### config.mk
export PLATFORM = sky130hd
export DESIGN_NAME = pulpemu_rst_gen
export DESIGN_NICKNAME = d
export VERILOG_FILES = /design/src/rtl/pulpemu_rst_gen.sv
export SDC_FILE = /design/constraint.sdc
export NUM_CORES = 1
export LEC_CHECK = 0
export ABC_AREA = 1
export CORE_MARGIN = 2
export CORE_UTILIZATION = 46
export CTS_BUF_LIST = sky130_fd_sc_hd__clkbuf_16
export CTS_CLUSTER_DIAMETER = 100
export DETAILED_ROUTE_END_ITERATION = 10
export PLACE_DENSITY_LB_ADDON = 0.2
export SKIP_CTS_REPAIR_TIMING = 1
export SLEW_MARGIN = 20
export SYNTH_ARGS = -nofsm -noshare
export SYNTH_HDL_FRONTEND = slang
export SYNTH_SLANG_ARGS = --single-unit
### constraint.sdc
create_clock -name clk_i -period 1.9 [get_ports clk_i]
set_input_delay 0.57 -clock clk_i [delete_from_list [all_inputs] [get_ports clk_i]]
set_output_delay 0.57 -clock clk_i [all_outputs]
set_load 0.05 [all_outputs]
### src/rtl/pulpemu_rst_gen.sv
// pulpemu_rst_gen: board reset generator for the PULP emulator SoC.
// in: clk_i, rst_ni, btn_reset_i, jtag_trst_ni, clk_locked_i
// out: rst_no (SoC reset), rst_cause_o, rst_events_o
module pulpemu_rst_gen #(
  parameter int unsigned DEBOUNCE_CYCLES = 1024,
  parameter int unsigned HOLD_CYCLES     = 256
) (
  input  logic       clk_i,
  input  logic       rst_ni,
  input  logic       btn_reset_i,
  input  logic       jtag_trst_ni,
  input  logic       clk_locked_i,
  output logic       rst_no,
  output logic [1:0] rst_cause_o,
  output logic [7:0] rst_events_o
);

  localparam logic [15:0] DB_MAX =
    16'(DEBOUNCE_CYCLES - 1);
  localparam logic [15:0] HOLD_MAX =
    16'(HOLD_CYCLES - 1);

  typedef enum logic [1:0] {
    RESET     = 2'd0,
    WAIT_LOCK = 2'd1,
    HOLD      = 2'd2,
    RUN       = 2'd3
  } state_e;

  logic        rst_int_n;
  logic [1:0]  btn_ff;
  logic [1:0]  trst_ff;
  logic [1:0]  lock_ff;
  logic        btn_sync;
  logic        trst_sync;
  logic        lock_sync;
  logic        btn_db;
  logic [15:0] db_cnt;
  logic        req;
  state_e      state_q;
  state_e      state_d;
  logic [15:0] hold_cnt_q;
  logic [15:0] hold_cnt_d;
  logic        take_req;
  logic [1:0]  cause_d;
  logic [7:0]  events_d;
  logic        rst_n_q;
  logic [1:0]  cause_q;
  logic [7:0]  events_q;

  // Deassertion retimed to clk_i; assertion
  // still reaches every flop asynchronously.
  always_ff @(posedge clk_i or negedge rst_ni) begin
    if (!rst_ni) begin
      rst_int_n <= 1'b0;
    end else begin
      rst_int_n <= 1'b1;
    end
  end

  // Request synchronizers run on the raw reset
  // so they are primed by the time the FSM
  // leaves RESET.
  always_ff @(posedge clk_i or negedge rst_ni) begin
    if (!rst_ni) begin
      btn_ff  <= '0;
      trst_ff <= '0;
      lock_ff <= '0;
    end else begin
      btn_ff  <= {btn_ff[0], btn_reset_i};
      trst_ff <= {trst_ff[0], jtag_trst_ni};
      lock_ff <= {lock_ff[0], clk_locked_i};
    end
  end

  assign btn_sync  = btn_ff[1];
  assign trst_sync = trst_ff[1];
  assign lock_sync = lock_ff[1];

  always_ff @(posedge clk_i or negedge rst_int_n) begin
    if (!rst_int_n) begin
      btn_db <= 1'b0;
      db_cnt <= '0;
    end else if (btn_sync != btn_db) begin
      if (db_cnt == DB_MAX) begin
        btn_db <= btn_sync;
        db_cnt <= '0;
      end else begin
        db_cnt <= db_cnt + 16'd1;
      end
    end else begin
      db_cnt <= '0;
    end
  end

  assign req = btn_db | ~trst_sync | ~lock_sync;

  always_ff @(posedge clk_i or negedge rst_int_n) begin
    if (!rst_int_n) begin
      state_q    <= RESET;
      hold_cnt_q <= '0;
    end else begin
      state_q    <= state_d;
      hold_cnt_q <= hold_cnt_d;
    end
  end

  always_comb begin
    state_d    = state_q;
    hold_cnt_d = hold_cnt_q;
    unique case (state_q)
      RESET: begin
        state_d = WAIT_LOCK;
      end
      WAIT_LOCK: begin
        if (!req) begin
          state_d    = HOLD;
          hold_cnt_d = '0;
        end
      end
      HOLD: begin
        if (req) begin
          state_d    = WAIT_LOCK;
          hold_cnt_d = '0;
        end else if (hold_cnt_q == HOLD_MAX) begin
          state_d = RUN;
        end else begin
          hold_cnt_d = hold_cnt_q + 16'd1;
        end
      end
      RUN: begin
        if (req) begin
          state_d = WAIT_LOCK;
        end
      end
      default: begin
        state_d = RESET;
      end
    endcase
  end

  // Only requests that break RUN are logged;
  // JTAG wins over button over lock loss.
  always_comb begin
    take_req = (state_q == RUN) && req;
    cause_d  = cause_q;
    events_d = events_q;
    if (!trst_sync) begin
      cause_d = 2'b10;
    end else if (btn_db) begin
      cause_d = 2'b01;
    end else begin
      cause_d = 2'b11;
    end
    if (events_q != 8'hFF) begin
      events_d = events_q + 8'd1;
    end
  end

  always_ff @(posedge clk_i or negedge rst_int_n) begin
    if (!rst_int_n) begin
      rst_n_q  <= 1'b0;
      cause_q  <= 2'b00;
      events_q <= 8'd0;
    end else begin
      rst_n_q <= (state_d == RUN);
      if (take_req) begin
        cause_q  <= cause_d;
        events_q <= events_d;
      end
    end
  end

  assign rst_no       = rst_n_q;
  assign rst_cause_o  = cause_q;
  assign rst_events_o = events_q;

endmodule

==> qor.txt <==
GLOBAL ROUTING
--------------------------------------------------------------------------------
First-pass GRT wire length ........................................      9600 um
Maximum number of pins on one net before global-route repair ......           26
All-Layer GR Usage ................................................        18.7%
Met3 usage ........................................................        4.07%
Met2 GRT Util .....................................................        30.7%
Leftover overflow at the end of global routing ....................            0
Antenna violations before repair ..................................            0
Met1 Track Usage GR ...............................................        24.6%
Most used routing layer ...........................................         met2
Number of global-route vias before repair .........................        2,156

TIMING
--------------------------------------------------------------------------------
F_max .............................................................    0.597 GHz
Final setup fails .................................................            0
Minimum period implied by the final worst setup slack .............      1.67 ns
Clock Skew ........................................................   0.00762 ns
Worst hold-check slack ............................................     0.262 ns
Share of the clock period used by the worst path ..................        88.1%
Hold Vio Cnt, Final ...............................................            0
Sum Neg Setup Slack ...............................................         0 ns
Slew Limit Headroom ...............................................        62.7%
Setup repair after global routing missed its margin ...............        false
Pins over their slew limit ........................................            0
Transition time of the tightest slew-check pin ....................     0.560 ns

PLACED DESIGN
--------------------------------------------------------------------------------
Quantity of I/O buffers inserted on ports .........................           15
Placed Instance Area .............................................. 0.00303 mm^2
Gp weighted congestion ............................................        0.837
HPWL after DPL ....................................................      3920 um

CLOCK TREE
--------------------------------------------------------------------------------
Buffer type at the clock tree root ................................    clkbuf_16
Clock H-tree levels ...............................................            2
Skew-Pair Late Insertion Delay ....................................      0.29 ns
Deepest clock path buffer count ...................................            2
Clock Sink Count ..................................................           53
TritonCTS Buffers .................................................            5
Clock tree from TritonCTS .........................................        built
CTS clock-pin slew for the worst setup and hold paths .............      0.07 ns

DETAILED ROUTING
--------------------------------------------------------------------------------
Via count .........................................................        2,225
Detail Route Antenna Nets .........................................            0
DRC violation count after routing .................................            0
DR pass1 iterations ...............................................            4
Via density per instance ..........................................         4.96
Wire length reported by the detailed router .......................      5370 um
Detail-routed net length per standard cell ........................      11.9 um
Initial drt markers ...............................................          104

FLOORPLAN
--------------------------------------------------------------------------------
Total die area .................................................... 0.00668 mm^2
Core area ......................................................... 0.00589 mm^2
Die extent in x ...................................................      81.7 um
Floorplan row count ...............................................           28
Initial Utilization ...............................................        47.2%
Ports placed on the boundary ......................................           16
DIE HEIGHT ........................................................      81.7 um

MIN PATH
--------------------------------------------------------------------------------
Hold Path Class ...................................................    reg2async

WORST SETUP PATH
--------------------------------------------------------------------------------
Critical path launch point type ...................................    flip-flop
Critical Path AT ..................................................      1.90 ns
Slack of the worst reg-to-reg path ................................      0.23 ns
Required time of the critical path ................................      2.12 ns
Kind of critical path .............................................      reg2reg
Critical Path Sink Type ...........................................    flip-flop
Worst-path fanout max .............................................           20

SYNTHESIS
--------------------------------------------------------------------------------
Proportion of netlist area held by the largest area contributor ...        47.7%
Yosys warns .......................................................            0
Number of nets in the synthesized netlist .........................          361
Average size of a mapped cell .....................................    7.88 um^2
Count of mapped cells out of synthesis ............................          353
Yosys cell types ..................................................           28
Cell types with the largest area share after synthesis ............ dfrtp_1, nand2_1, nor2_1, inv_1, xor2_1
Post-synthesis cell area .......................................... 0.00278 mm^2
Library cell with the largest summed area after synthesis .........      dfrtp_1
Synthesis-stage register bit count ................................           53
Seq/Total Area, Yosys .............................................        47.7%

PWR
--------------------------------------------------------------------------------
Leak Pwr ..........................................................      1.49 nW
Peak ir drop on the vdd network ...................................   0.000424 V
Power density of the placed cells .................................  667 mW/mm^2

FINISH
--------------------------------------------------------------------------------
Core utilization of the finished layout ...........................        54.1%
Multi-input logic area ............................................ 0.00126 mm^2
# nets final ......................................................          381
Fraction of final layout cells with drive strength greater than 1 .        11.8%
Final design instance area without fill ........................... 0.00318 mm^2
Sequential Area ................................................... 0.00133 mm^2
Diodes inserted ...................................................            0
Area Overhead vs Synth ............................................        14.4%
Fill count ........................................................          562

OUTCOME
--------------------------------------------------------------------------------
Outcome ........................................................... complete, no violations

JOB
--------------------------------------------------------------------------------
Max-cap viol count ................................................            0

==> cell families after synthesis <==
group	synth area share [%]
buffers and inverters	6.84
other	0.135
AO/OA/AOI/OAI	4.68
adder cells (fa/ha/maj)	1.35
flip-flops	47.7
XOR/XNOR	5.36
multiplexers	0.405
AND/OR/NAND/NOR	33.5
==> where the power goes <==
part | leakage, nW | internal [W] | switching [W]
Sequential | 0.700 | 0.00114 | 0.0000161
Combinational | 0.719 | 0.0000155 | 0.0000234
Clock | 0.0744 | 0.000498 | 0.000429
==> sequential cells by signal, indices dropped and copies added (netlist names) <==
name          cells
btn_db            1
rst_no            1
hold_cnt_q       16
rst_int_n         1
db_cnt           16
rst_cause_o       2
btn_ff            2
trst_ff           2
state_q           2
rst_events_o      8
lock_ff           2
==> worst paths after layout <==
| check | cells past startpoint | start | endpoint |
|---|---|---|---|
| max reg2reg | 9 | hold_cnt_q[0]$_DFFE_PN0P_ | hold_cnt_q[10]$_DFFE_PN0P_ |
| min in group clk_i | 0 | lock_ff[0]$_DFF_PN0_ | lock_ff[1]$_DFF_PN0_ |
| max | 9 | hold_cnt_q[0]$_DFFE_PN0P_ | hold_cnt_q[10]$_DFFE_PN0P_ |
| min | 0 | rst_int_n$_DFF_PN0_ | hold_cnt_q[0]$_DFFE_PN0P_ |
| min reg2reg | 0 | rst_int_n$_DFF_PN0_ | hold_cnt_q[0]$_DFFE_PN0P_ |
| max in group asynchronous | 1 | rst_int_n$_DFF_PN0_ | db_cnt[10]$_DFF_PN0_ |
==> cells in the final DEF, fill, tap and decap left out, drive strengths merged, types with 5 or more instances in the layout <==
cell type  count
inv           41
nand2        109
buf           14
dfrtp         53
nand3         25
clkbuf         5
xor2          13
nor3          10
nand4         15
o21ai         14
nor2          49
==> cell type report <==
class	instances	share of cell area [%]
clock inverters	3	0.826
repair buffers	18	6.13
well taps	75	2.95
multi-input cells	255	39.7
flip-flops and latches	53	41.7
clock buffers	5	3.93
inverters	40	4.72
==> cells in the mapped netlist (all sizes together) <==
library cell	instances
o21ai	14
nor3b	1
xor2	13
mux2	1
inv	40
conb	1
ha	3
nor3	10
nand2	109
o21bai	3
xnor2	4
buf	5
dfrtp	53
a21oi	4
a31oi	1
or2	2
nand3	25
nor2	49
nand4	15
==> through the flow <==
| stage | total power [W] | setup slack, ns | std cells |
|---|---|---|---|
| floorplan | 0.00119 | 0.228 | 353 |
| global placement | 0.00122 | 0.270 | 441 |
| detailed placement | 0.00122 | 0.241 | 441 |
| CTS | 0.00216 | 0.227 | 449 |
| global route | 0.00221 | 0.0523 | 449 |
| finish | 0.00212 | 0.226 | 449 |
==> layer usage <==
layer	wire length, um	vias to the layer above
met5	0	-
met4	53	0
met3	175	6
met2	2540	38
met1	2600	1024
li1	-	1157
==> critical path, cell delays in order, from the launching register on <==
cell     delay, ns
dfrtp_1       0.41
ha_1          0.27
nand3_2       0.12
inv_2         0.12
nand2_2       0.06
inv_2         0.06
nand3_2       0.06
nand2_2       0.29
nand2_1       0.11
o21ai_1       0.09
(Power assumes the default switching activity.)
